File: src/rtl/seg7_pkg.sv
// seg7_pkg: segment bit positions, hex glyph table and capture FSM states shared by the seven-segment blocks.
package seg7_pkg;
   localparam int SEG_A  = 7;
   localparam int SEG_B  = 6;
   localparam int SEG_C  = 5;
   localparam int SEG_D  = 4;
   localparam int SEG_E  = 3;
   localparam int SEG_F  = 2;
   localparam int SEG_G  = 1;
   localparam int SEG_DP = 0;
   localparam logic [15:0][7:0] GLYPH = {
      8'h8E, 8'h9E, 8'h7A, 8'h9C, 8'h3E, 8'hEE, 8'hF6, 8'hFE,
      8'hE0, 8'hBE, 8'hB6, 8'h66, 8'hF2, 8'hDA, 8'h60, 8'hFC
   };
   typedef enum logic {ST_SYNC = 1'b0, ST_LOCKED = 1'b1} state_t;
endpackage

File: src/rtl/seg7_scan_capture_if.sv
// seg7_scan_capture_if: scan bus (COM active-low one-hot select, ENS segment byte) from driver to capture.
interface seg7_scan_capture_if;
   logic [7:0] iS_COM;
   logic [7:0] iS_ENS;
   modport master (output iS_COM, output iS_ENS);
   modport slave  (input  iS_COM, input  iS_ENS);
endinterface

File: src/rtl/seg7_glyph_dec.sv
// seg7_glyph_dec: maps a segment pattern to its hex digit; dp is ignored, unknown shapes give vld=0, nibble 0.
module seg7_glyph_dec
   import seg7_pkg::*;
(
   input  logic [7:0] i_seg,
   output logic       o_vld,
   output logic [3:0] o_nib
);
   // Search the glyph table on the a..g segments only.
   always_comb begin
      o_vld = 1'b0;
      o_nib = 4'h0;
      for (int n = 0; n < 16; n++)
         if (i_seg[SEG_A:SEG_G] == GLYPH[n][SEG_A:SEG_G]) begin
            o_vld = 1'b1;
            o_nib = 4'(n);
         end
   end
endmodule

File: src/rtl/seg7_scan_capture.sv
// seg7_scan_capture: samples the scan bus, debounces it, rebuilds 8 digit patterns and publishes whole frames.
// Optional macro SEG7_HEX_DECODE_EN adds oHEX/oHEX_VLD decoded from the published patterns.
module seg7_scan_capture
   import seg7_pkg::*;
#(
   parameter int STABLE_CYC  = 1,
   parameter int TIMEOUT_CYC = 1024
) (
   input  logic               iCLK,
   input  logic               nRST,
   seg7_scan_capture_if.slave scan,
   output logic [7:0]         oSEG0,
   output logic [7:0]         oSEG1,
   output logic [7:0]         oSEG2,
   output logic [7:0]         oSEG3,
   output logic [7:0]         oSEG4,
   output logic [7:0]         oSEG5,
   output logic [7:0]         oSEG6,
   output logic [7:0]         oSEG7,
   output logic               oFRAME_DONE,
   output logic               oERR,
   output logic               oLINK
`ifdef SEG7_HEX_DECODE_EN
   ,
   output logic [31:0]        oHEX,
   output logic [7:0]         oHEX_VLD
`endif
);
   localparam int RW = $clog2(STABLE_CYC + 2);
   localparam int IW = $clog2(TIMEOUT_CYC + 1);
   localparam logic [RW-1:0] RUN_ACC  = RW'(STABLE_CYC);
   localparam logic [RW-1:0] RUN_MAX  = RW'(STABLE_CYC + 1);
   localparam logic [IW-1:0] IDLE_MAX = IW'(TIMEOUT_CYC);

   logic [7:0]      r_com, r_ens, r_pcom, r_pens, r_seen;
   logic            r_vld, r_pvld, r_done, r_err, r_link;
   logic [RW-1:0]   r_run;
   logic [IW-1:0]   r_idle;
   logic [7:0][7:0] r_shadow, r_seg;
   state_t          r_state;
   logic            w_same, w_acc, w_one, w_blank, w_bad, w_live, w_frame, w_to;
   logic [7:0]      w_sel, w_load;
   logic [RW-1:0]   w_run_nxt;

   // Classify the registered sample; the run counter saturates one past the accept point so each run accepts once.
   always_comb begin
      w_same    = r_pvld && r_com == r_pcom && r_ens == r_pens;
      w_run_nxt = !w_same ? RW'(1) : (r_run == RUN_MAX ? r_run : r_run + 1'b1);
      w_acc     = r_vld && w_run_nxt == RUN_ACC;
      w_sel     = ~r_com;
      w_one     = w_sel != 8'h00 && (w_sel & (w_sel - 8'h01)) == 8'h00;
      w_blank   = r_com == 8'hFF;
      w_bad     = !w_one && !w_blank;
      w_live    = w_acc && !w_bad;
      w_load    = (w_acc && w_one) ? w_sel : 8'h00;
      w_frame   = r_seen == 8'hFF;
      w_to      = !w_live && r_idle == IDLE_MAX - 1'b1;
   end

   // Input registers, debounce, shadow assembly, frame publish and idle timer.
   always_ff @(posedge iCLK) begin
      if (!nRST) begin
         r_com    <= 8'h00;
         r_ens    <= 8'h00;
         r_pcom   <= 8'h00;
         r_pens   <= 8'h00;
         r_vld    <= 1'b0;
         r_pvld   <= 1'b0;
         r_run    <= '0;
         r_idle   <= '0;
         r_seen   <= 8'h00;
         r_shadow <= '0;
         r_seg    <= '0;
         r_done   <= 1'b0;
         r_err    <= 1'b0;
      end else begin
         r_com  <= scan.iS_COM;
         r_ens  <= scan.iS_ENS;
         r_vld  <= 1'b1;
         r_pcom <= r_com;
         r_pens <= r_ens;
         r_pvld <= r_vld;
         r_run  <= w_run_nxt;
         r_idle <= w_live ? '0 : (r_idle == IDLE_MAX ? r_idle : r_idle + 1'b1);
         r_err  <= w_acc && w_bad;
         r_done <= w_frame;
         if (w_frame)
            r_seg <= r_shadow;
         for (int k = 0; k < 8; k++)
            if (w_load[k])
               r_shadow[k] <= r_ens;
         r_seen <= ((w_frame || w_to) ? 8'h00 : r_seen) | w_load;
      end
   end

   // Link FSM: locks on the first published frame, drops back to sync on timeout.
   always_ff @(posedge iCLK) begin
      if (!nRST) begin
         r_state <= ST_SYNC;
         r_link  <= 1'b0;
      end else if (r_state == ST_SYNC && w_frame) begin
         r_state <= ST_LOCKED;
         r_link  <= 1'b1;
      end else if (r_state == ST_LOCKED && w_to) begin
         r_state <= ST_SYNC;
         r_link  <= 1'b0;
      end
   end

   assign oSEG0       = r_seg[0];
   assign oSEG1       = r_seg[1];
   assign oSEG2       = r_seg[2];
   assign oSEG3       = r_seg[3];
   assign oSEG4       = r_seg[4];
   assign oSEG5       = r_seg[5];
   assign oSEG6       = r_seg[6];
   assign oSEG7       = r_seg[7];
   assign oFRAME_DONE = r_done;
   assign oERR        = r_err;
   assign oLINK       = r_link;

`ifdef SEG7_HEX_DECODE_EN
   for (genvar k = 0; k < 8; k++) begin : g_hex
      seg7_glyph_dec u_dec (.i_seg(r_seg[k]), .o_vld(oHEX_VLD[k]), .o_nib(oHEX[4*k +: 4]));
   end
`endif
endmodule

File: src/flat_wrapper.sv
// flat-port wrapper written by rule: the top's interface ports become plain ports
module seg7_scan_capture_flat import seg7_pkg::*;
#(
   parameter int STABLE_CYC  = 1,
   parameter int TIMEOUT_CYC = 1024
)
  (iCLK, nRST, oSEG0, oSEG1, oSEG2, oSEG3, oSEG4, oSEG5, oSEG6, oSEG7, oFRAME_DONE, oERR, oLINK, scan_iS_COM, scan_iS_ENS);
  seg7_scan_capture_if scan_i ();
  input  logic iCLK;
  input  logic nRST;
  output logic [7:0] oSEG0;
  output logic [7:0] oSEG1;
  output logic [7:0] oSEG2;
  output logic [7:0] oSEG3;
  output logic [7:0] oSEG4;
  output logic [7:0] oSEG5;
  output logic [7:0] oSEG6;
  output logic [7:0] oSEG7;
  output logic oFRAME_DONE;
  output logic oERR;
  output logic oLINK;
  input wire logic [$bits(scan_i.iS_COM)-1:0] scan_iS_COM;
  input wire logic [$bits(scan_i.iS_ENS)-1:0] scan_iS_ENS;
  assign scan_i.iS_COM = scan_iS_COM;
  assign scan_i.iS_ENS = scan_iS_ENS;
  seg7_scan_capture #(.STABLE_CYC(STABLE_CYC), .TIMEOUT_CYC(TIMEOUT_CYC)) u_core (.iCLK(iCLK), .nRST(nRST), .scan(scan_i), .oSEG0(oSEG0), .oSEG1(oSEG1), .oSEG2(oSEG2), .oSEG3(oSEG3), .oSEG4(oSEG4), .oSEG5(oSEG5), .oSEG6(oSEG6), .oSEG7(oSEG7), .oFRAME_DONE(oFRAME_DONE), .oERR(oERR), .oLINK(oLINK));
endmodule
File: config.mk
export PLATFORM = sky130hd
export DESIGN_NAME = seg7_scan_capture_flat
export DESIGN_NICKNAME = d
export VERILOG_FILES = /design/src/rtl/seg7_pkg.sv /design/src/rtl/seg7_scan_capture_if.sv /design/src/rtl/seg7_glyph_dec.sv /design/src/rtl/seg7_scan_capture.sv /design/src/flat_wrapper.sv
export SDC_FILE = /design/constraint.sdc
export NUM_CORES = 1
export LEC_CHECK = 0
export ABC_AREA = 1
export CAP_MARGIN = 10
export CORE_ASPECT_RATIO = 1.1
export CORE_MARGIN = 8
export CORE_UTILIZATION = 50
export CTS_BUF_LIST = sky130_fd_sc_hd__clkbuf_2
export DETAILED_ROUTE_END_ITERATION = 12
export GPL_TIMING_DRIVEN = 0
export PLACE_DENSITY = 0.75
export SLEW_MARGIN = 20
export SYNTH_ARGS = -nofsm -noshare
export SYNTH_HDL_FRONTEND = slang
export SYNTH_SLANG_ARGS = --single-unit
File: constraint.sdc
create_clock -name iCLK -period 2.49 [get_ports iCLK]
set_input_delay 0.747 -clock iCLK [delete_from_list [all_inputs] [get_ports iCLK]]
set_output_delay 0.747 -clock iCLK [all_outputs]
set_load 0.03 [all_outputs]
======== Word level (Yosys, flattened, before mapping) ========
Index checks and enable logic that the tools add are counted.
word-level totals
  flip-flop bits (word level) ............. 186
  input bits .............................. 18
  output and inout port bits .............. 67
  logic and storage cells ................. 71
cells by class
  add/sub/neg operators ................... 3
  eq/ne operators ......................... 8
  mux-type cells .......................... 7
  bitwise logic cells ..................... 5
  reductions and logical operators ........ 20
operators with widths
  operator               count
  $eq 8x8->1             2
  $eq 8x8->1 const B     2
  $mux 8                 2
  $add 11x1->11 const B  1
  $eq 11x10->1 const B   1
  $eq 11x11->1 const B   1
  $logic_and 1x1->1      11
  $and 8x8->8            1
  $logic_not 8->1        1
  $not 8->8              1
  $or 8x8->8             1
  $reduce_bool 8->1      1
  $sub 8x1->8 const B    1
  $logic_not 1->1        4
  $mux 2                 2
  $mux 1                 3
  $add 2x1->2 const B    1
  $eq 2x1->1 const B     1
  $eq 2x2->1 const B     1
  $not 1->1              2
  $reduce_bool 2->1      1
  $reduce_or 2->1        1
  $logic_or 1x1->1       1

======== Logic depth before layout (Yosys ltp) ========
Gate-level depths: netlist (run 1).
  depth after elaboration ................. 14
  depth in mapped cells ................... 15
  gate-level depth less buffers ........... 13

======== Worst setup path after synthesis (run 1) ========
No wires, ideal clock.
  path type ............................... register to register
  from .................................... reg u_core.r_ens[5]
  to ...................................... reg u_core.r_shadow[15] in the netlist's numbering
  data arrival time ....................... 1.753 ns
  data required time ...................... 2.377 ns
  path slack .............................. 0.624 ns
  cell stages (with the launch flop) ...... 15
  path through ............................ dfxtp_1 buf_4 inv_1 or2_0 nand3_1 nor2_1 nand2_1 nor2_1 o21ai_1 and2_1 buf_2 nand3_2 buf_4 nor2_1 nor2_1
on the way
  longest elaborated chain between the ends .. 7
ends and longest elaborated chain
  item                             line                     source
  from (decl)                      seg7_scan_capture.sv:35  logic [7:0] r_com, r_ens, r_pcom, r_pens, r_seen;
  from (signal assigned)           seg7_scan_capture.sv:78  r_ens <= scan.iS_ENS;
  $eq 8x8->1                       seg7_scan_capture.sv:47  w_same = r_pvld && r_com == r_pcom && r_ens == r_pens;
  $logic_and 1x1->1                seg7_scan_capture.sv:47
  $mux 2                           seg7_scan_capture.sv:48  w_run_nxt = !w_same ? RW'(1) : (r_run == RUN_MAX ? r_run : r_run + 1'b1);
  $eq 2x1->1                       seg7_scan_capture.sv:49  w_acc = r_vld && w_run_nxt == RUN_ACC;
  $logic_and 1x1->1                seg7_scan_capture.sv:49
  $logic_and 1x1->1                seg7_scan_capture.sv:55  w_load = (w_acc && w_one) ? w_sel : 8'h00;
  $mux 8                           seg7_scan_capture.sv:55
  to (signal, indexed assignment)  seg7_scan_capture.sv:91  r_shadow[k] <= r_ens;
  to (decl)                        seg7_scan_capture.sv:39  logic [7:0][7:0] r_shadow, r_seg;
Every way passes these cells.
A chain may end at the register's enable or synchronous reset.

======== Final worst setup path (run 1) ========
  from .................................... reg u_core.r_ens[5]
  to ...................................... reg u_core.r_shadow[46] in the netlist's numbering
The elaborated chain is that of the path after synthesis.

==> qor.txt, run 1 <==
Post-synth ARST share - 0%
cell count after synthesis - 959
fin. max-slew vios - 0
Internal Power - 0.003541 W
Die ar. - 0.01833 mm²
CP Class - reg -> reg
Core Area - 0.01385 mm²
CTS tree - yes
DP Cell Count - 1231
critical path fanouts, max - 10
GRT Util Overall - 18.69%
Leak Pwr - 4.359 nW
clock buffer depth - 2
register share of total power - 65.2%
gp weighted congestion - 0.8263
origin of the worst min-delay path - u_core.r_com[4]
FF+latch count, synth - 186
Hold Crit Class - reg -> reg
Initial DRC Count - 557
Clk Latency, worst-skew pair - 0.76 ns
Clock power frac - 29.7%
CTS clk-pin slew, worst paths - 0.21 ns
met2 Track Usage GR - 30.48%
max cap viols - 0
Post-route DRC - 0
final clock skew - 0.04415 ns
fin nets - 1084
power per cell area - 555.1 mW/mm²
fmax - 425.2 MHz
Most Used Layer, Global Route - met2
reg-to-reg critical path startpoint - u_core.r_ens[5]
Post-synth EDFFs - 0
Hold Path End - u_core.r_pcom[4]
combinational share of power - 5.1%
pin count of the biggest net entering global routing - 17
met3 Use GR - 3.848%
CP required - 3.19 ns
cell taking the most area after synthesis - dfxtp_1
CP Cell Sequence - buf_4, inv_1, or2_0, nand3_1, nor2_1, nand2_1, nor2_1, o21ai_1, and2_1, clkbuf_4, nand3_2, buf_6, nand2_1, nand2_1, nor2_1
Net Switching - 0.001117 W
initial antenna violation count - 1
Fin. Hold Viols - 0
die width - 129.8 µm
RSZ-0062 raised after global routing - true
root buffer cell - clkbuf_2
top post-synthesis cells by count - nand2_1, dfxtp_1, nor2_1, inv_1, a21oi_1
GR met1 Demand/Resource - 23.66%
Starting Density - 51.43%
critical path's top delay family - simple AND/OR/NAND/NOR gates
Cell Area, Synth - 0.007123 mm²
yosys warns - 0
post-synthesis sequential area ratio - 52.27%
row cnt - 45
Worst setup SP type - flop
Design Area, Final - 0.008392 mm²
hold buffers post-CTS - 0
Pre-antenna DRT Iters - 7
Boundary Pins - 85
Fin Setup TNS - 0 ns
drt wl/cell - 13.27 µm
worst slew pin tran - 0.7987 ns
crit end category - flop
Reg2Reg Setup Slack - 0.14 ns
synth top area cells - dfxtp_1, nand2_1, nor2_1, inv_1, a21oi_1
number of global-route vias before repair - 5449
post-synth top area share - 52.27%
Power Total - 0.004659 W
syn nets - 980
vias per inst - 4.854
Final Util - 60.59%
Post-DP HPWL - 11690 µm
Critical Path AT - 3.06 ns
first-pass GRT wire length - 26920 µm
status - complete, no violations
Worst slew margin - 46.75%
synth-to-layout area growth - 17.81%
H-tree depth - 4
PortBufs - 84
Main synth FF type - dfxtp_1
Final setup viols - 0
post-layout min period - 2.352 ns
hold depth - 2
Reg2Reg Depth - 15
CTS buffer count - 17
RR Endpoint - u_core.r_shadow[46]
non-filler cells, final - 1263
Peak VDD IR - 0.0002811 V
crit path max-delay cell type - dfxtp_1
Net Sw Frac - 23.99%
slowest cell delay on critical path - 0.35 ns
most numerous cell in the Yosys netlist - nand2_1
CTS Sinks - 186
Area after DPL - 0.008199 mm²
die height - 141.2 µm
total wire length - 16760 µm
Synth cell types - 33
crit path buf inv count - 4
Final period util - 94.44%
post-route ant nets - 0
share of post-route cells with drive strength above 1 - 5.587%
vias post-DR - 6130
Syn Area/Cell - 7.428 µm²
grt ovf - 0
==> power groups by stage <==
| stage | Combinational [W] | Sequential [W] | Clock, W |
|---|---|---|---|
| after floorplan | 0.000143 | 0.00309 | 0 |
| after global placement | 0.000227 | 0.00309 | 0 |
| after detailed placement | 0.000230 | 0.00310 | 0 |
| after CTS | 0.000231 | 0.00304 | 0.00142 |
| after global routing | 0.000262 | 0.00305 | 0.00153 |
| final | 0.000236 | 0.00304 | 0.00138 |
==> tightest hold or removal path, cell delays in order (launching register included) <==
cell and delay, ns:
dfxtp_1 0.36, nand2_1 0.05, inv_1 0.03
==> cells in the final DEF, fill, tap and decap left out, types with 4 or more instances in the layout <==
master and count:
dfxtp_1 186, buf_6 5, nor3_1 6, nand3_1 18, xnor2_1 4, xor2_1 4
nand2_1 207, inv_1 141, clkinv_1 4, clkbuf_2 19, dlygate4sd2_1 67, nand3_2 4
buf_4 7, buf_2 6, clkdlybuf4s50_1 17, a21oi_1 79, o21ai_0 72, clkbuf_1 29
nor2_1 158, nand3_4 4
==> worst max path at each step <==
stage / start / endpoint / slack (ns) / cells past startpoint
floorplan: u_core.r_ens[5] / u_core.r_shadow[15] / 0.62 / 14
global placement: nRST / u_core.oSEG7[6] / -0.16 / 5
detailed placement: nRST / u_core.oSEG7[6] / -0.21 / 5
CTS: u_core.oLINK / oLINK / 0.10 / 1
global route: u_core.r_ens[5] / u_core.r_shadow[30] / -0.07 / 15
finish: u_core.r_ens[5] / u_core.r_shadow[46] / 0.14 / 15
==> area by class of cell <==
type | instances | area (µm²)
diodes | 1 | 2.502
inverters | 141 | 529.3
clock inverters | 11 | 106.4
fillers | 1333 | 5459
repair buffers | 85 | 777.0
plain buffers | 51 | 274.0
well taps | 188 | 235.2
multi-input cells | 581 | 2649
flip-flops and latches | 186 | 3724
clock buffers | 19 | 95.09
==> registers in the layout, indices dropped and copies added (netlist names), 2 cells and up <==
name / count
u_core.r_ens: 8
u_core.oSEG0: 8
u_core.oSEG4: 8
u_core.r_com: 8
u_core.oSEG6: 8
u_core.oSEG1: 8
u_core.oSEG7: 8
u_core.oSEG3: 8
u_core.r_seen: 8
u_core.r_idle: 11
u_core.oSEG2: 8
u_core.oSEG5: 8
u_core.r_pcom: 8
u_core.r_shadow: 64
u_core.r_run: 2
u_core.r_pens: 8
==> per-layer routing <==
metal  share of wire, %  wire [µm]
met1                 44       7400
met2                 48       7981
met4                1.6        273
met3                6.6       1101
met5                  0          0
==> metrics by stage <==
stage | worst slack [ns] | hold slack [ns]
6_report | 0.1384 | 0.4197
5_1_grt | -0.07296 | 0.4370
4_1_cts | 0.1011 | 0.4384
3_5_place_dp | -0.2138 | 0.4327
3_3_place_gp | -0.1643 | 0.4284
2_1_floorplan | 0.6239 | 0.4161
==> what timing repair did <==
item / 4_1_cts / 5_1_grt
setup buffers: 0 / 1
gates resized for setup: 67 / 9
pin swaps: 0 / 1
endpoints found under the setup margin: 67 / 67
==> cell families (layout without fill, tap and decap cells) <==
logic type	Yosys count	in the layout	share of synthesized area (%)
adders and majority gates	3	3	0.5270
buffers and inverters	192	307	11.17
DFF	186	186	52.27
and+or+nand+nor	410	410	23.38
AOI/OAI and AO/OA	158	158	11.42
xor gates and xnor gates	10	10	1.230
other	0	1	0
Power figures use the tool's default switching activity.
==> inputs of run 2 (changes only) <==
--- a/config.mk
+++ b/config.mk
@@ -8,7 +8,7 @@
 export ABC_AREA = 1
 export CAP_MARGIN = 10
 export CORE_ASPECT_RATIO = 1.1
-export CORE_MARGIN = 8
+export CORE_MARGIN = 2
 export CORE_UTILIZATION = 50
 export CTS_BUF_LIST = sky130_fd_sc_hd__clkbuf_2
 export DETAILED_ROUTE_END_ITERATION = 12
==> run 2 against run 1 <==
Global-route usage grew 3.4 points. Sequential cell count is the same. Total power grew 8.3%. Worst setup slack lost 0.011 ns. Combinational power is essentially flat. Non-clock buffer count is the same. Clock skew shrank 0.012 ns. Wire length shrank 2.6%. Critical path depth shrank 14. Sequential power is essentially flat. Largest power group unchanged.
==> qor.txt, run 2 (same netlist as run 1, synthesis figures left out) <==
worst slew pin tran - 0.8411 ns (was 0.7987 ns)
register area - 0.003724 mm² (unchanged)
share of post-route cells with drive strength above 1 - 6.041% (was 5.587%)
post-layout min period - 2.362 ns (was 2.352 ns)
Worst Setup SP - u_core.oSEG5[0] (was u_core.r_ens[5])
H-tree depth - 4 (unchanged)
commonest non-fill, non-tap cell in the layout - nand2_1 (unchanged)
status - complete, no violations (unchanged)
largest registers - u_core.r_shadow x64, u_core.r_idle x11 (unchanged)
hold buffers post-CTS - 0 (unchanged)
Worst slew margin - 43.93% (was 46.75%)
die height - 129.2 µm (was 141.2 µm)
root buffer cell - clkbuf_2 (unchanged)
CTS clk-pin slew, worst paths - 0.24 ns (was 0.21 ns)
initial antenna violation count - 1 (unchanged)
synth-to-layout area growth - 19.29% (was 17.81%)
Final setup viols - 0 (unchanged)
final clock skew - 0.03221 ns (was 0.04415 ns)
die width - 117.8 µm (was 129.8 µm)
Pre-antenna DRT Iters - 5 (was 7)
most frequent cells in the layout - nand2_1, dfxtp_1, nor2_1 (unchanged)
fin. max-slew vios - 0 (unchanged)
Fin Hold WS - 0.4643 ns (was 0.4197 ns)
Clk Latency, worst-skew pair - 0.77 ns (was 0.76 ns)
Worst setup SP type - flop (unchanged)
vias post-DR - 6059 (was 6130)
number of global-route vias before repair - 5356 (was 5449)
Starting Density - 51.43% (unchanged)
gp weighted congestion - 0.8925 (was 0.8263)
grt ovf - 0 (unchanged)
pin count of the biggest net entering global routing - 17 (unchanged)
Critical Path AT - 1.62 ns (was 3.06 ns)
clock buffer depth - 2 (unchanged)
row cnt - 45 (unchanged)
PortBufs - 84 (unchanged)
Area after DPL - 0.008199 mm² (unchanged)
Final WS setup - 0.1276 ns (was 0.1384 ns)
Peak VDD IR - 0.0003031 V (was 0.0002811 V)
max cap viols - 0 (unchanged)
Post-DP HPWL - 11130 µm (was 11690 µm)
reg-to-reg critical path startpoint - u_core.r_ens[5] (unchanged)
CP required - 1.74 ns (was 3.19 ns)
Final period util - 94.87% (was 94.44%)
slowest cell delay on critical path - 0.44 ns (was 0.35 ns)
Fin. Hold Viols - 0 (unchanged)
crit path buf inv count - 1 (was 4)
first-pass GRT wire length - 26810 µm (was 26920 µm)
CP Class - reg -> out (was reg -> reg)
max reg flops - 64 (unchanged)
Boundary Pins - 85 (unchanged)
CTS buffer count - 17 (unchanged)
RSZ-0062 raised after global routing - true (unchanged)
area of the multi-input gates - 0.002656 mm² (was 0.002649 mm²)
Final Util - 61.35% (was 60.59%)
Leak Pwr - 4.404 nW (was 4.359 nW)
origin of the worst min-delay path - u_core.r_com[4] (unchanged)
fillers - 1310 (was 1333)
fin nets - 1084 (unchanged)
critical path fanouts, max - 2 (was 10)
Hold Crit Class - reg -> reg (unchanged)
CP Cell Sequence - dlygate4sd2_1 (was buf_4, inv_1, or2_0, nand3_1, nor2_1, nand2_1, nor2_1, o21ai_1, and2_1, clkbuf_4, nand3_2, buf_6, nand2_1, nand2_1, nor2_1)
Die ar. - 0.01522 mm² (was 0.01833 mm²)
post-route ant nets - 0 (unchanged)
total wire length - 16320 µm (was 16760 µm)
vias per inst - 4.790 (was 4.854)
crit end category - primary output (was flop)
GRT Util Overall - 22.12% (was 18.69%)
Core Area - 0.01385 mm² (unchanged)
Initial DRC Count - 439 (was 557)
Design Area, Final - 0.008497 mm² (was 0.008392 mm²)
fmax - 423.3 MHz (was 425.2 MHz)
crit path max-delay cell type - dfxtp_1 (unchanged)
Biggest register - u_core.r_shadow (unchanged)
critical path's top delay family - flip-flops (was simple AND/OR/NAND/NOR gates)
Post-route DRC - 0 (unchanged)
CTS tree - yes (unchanged)
pre-CTS setup slack - -0.1828 ns (was -0.2138 ns)
CTS Sinks - 186 (unchanged)
drt wl/cell - 12.90 µm (was 13.27 µm)
power per cell area - 593.8 mW/mm² (was 555.1 mW/mm²)
[run 2: layout make-up]
class,count,area share [%]
well taps,188,2.768
inverters,141,6.229
clock buffers,20,1.178
repair buffers,85,9.144
flip-flops and latches,186,43.82
clock inverters,12,2.297
diodes,1,0.02945
multi-input cells,581,31.26
plain buffers,51,3.269
[run 2: power by group]
group | switching (W) | internal (W) | leakage (nW)
Combinational | 0.000153 | 0.0000856 | 2.73
Sequential | 0.0000228 | 0.00302 | 1.51
Clock | 0.000996 | 0.000770 | 0.170
Total | 0.00117 | 0.00387 | 4.40
[run 2: repair_timing]
item / CTS / global route
pin swaps: 0 / 1
cloned: 0 / 0
buffers inserted: 0 / 1
endpoints found under the setup margin: 67 / 35
gates resized for setup: 67 / 13
endpoints found under the hold margin: 0 / 0
[run 2: layer usage]
layer  GRT usage [%]  vias up  share of wire, %
met5               0        -                 0
met4           7.016        0               1.8
met3           4.533       19               4.4
met2           36.46      134                47
met1           29.43     2757                47
li1                -     3149                 -
[run 2: through the flow]
step           instances   TNS [ns]  total power [W]
2_1_floorplan        959          0         0.003234
6_report            1265          0         0.005045
4_1_cts             1263          0         0.005054
3_5_place_dp        1231     -3.399         0.003326
5_1_grt             1265  -0.007354         0.005246
3_3_place_gp        1231     -1.847         0.003323
[run 2: worst paths after layout]
check | end | slack [ns] | cells past startpoint
hold / removal | u_core.r_pcom[4] | 0.46 | 2
hold reg to reg | u_core.r_pcom[4] | 0.46 | 2
setup reg to reg | u_core.r_shadow[33] | 0.24 | 14
setup / recovery | oSEG5[0] | 0.13 | 1
[run 2: worst min-delay path, delay by kind of cell (launching register included)]
family | cells | cell delay, ns
buffers and inverters | 1 | 0.03
DFF | 1 | 0.37
and+or+nand+nor | 1 | 0.06
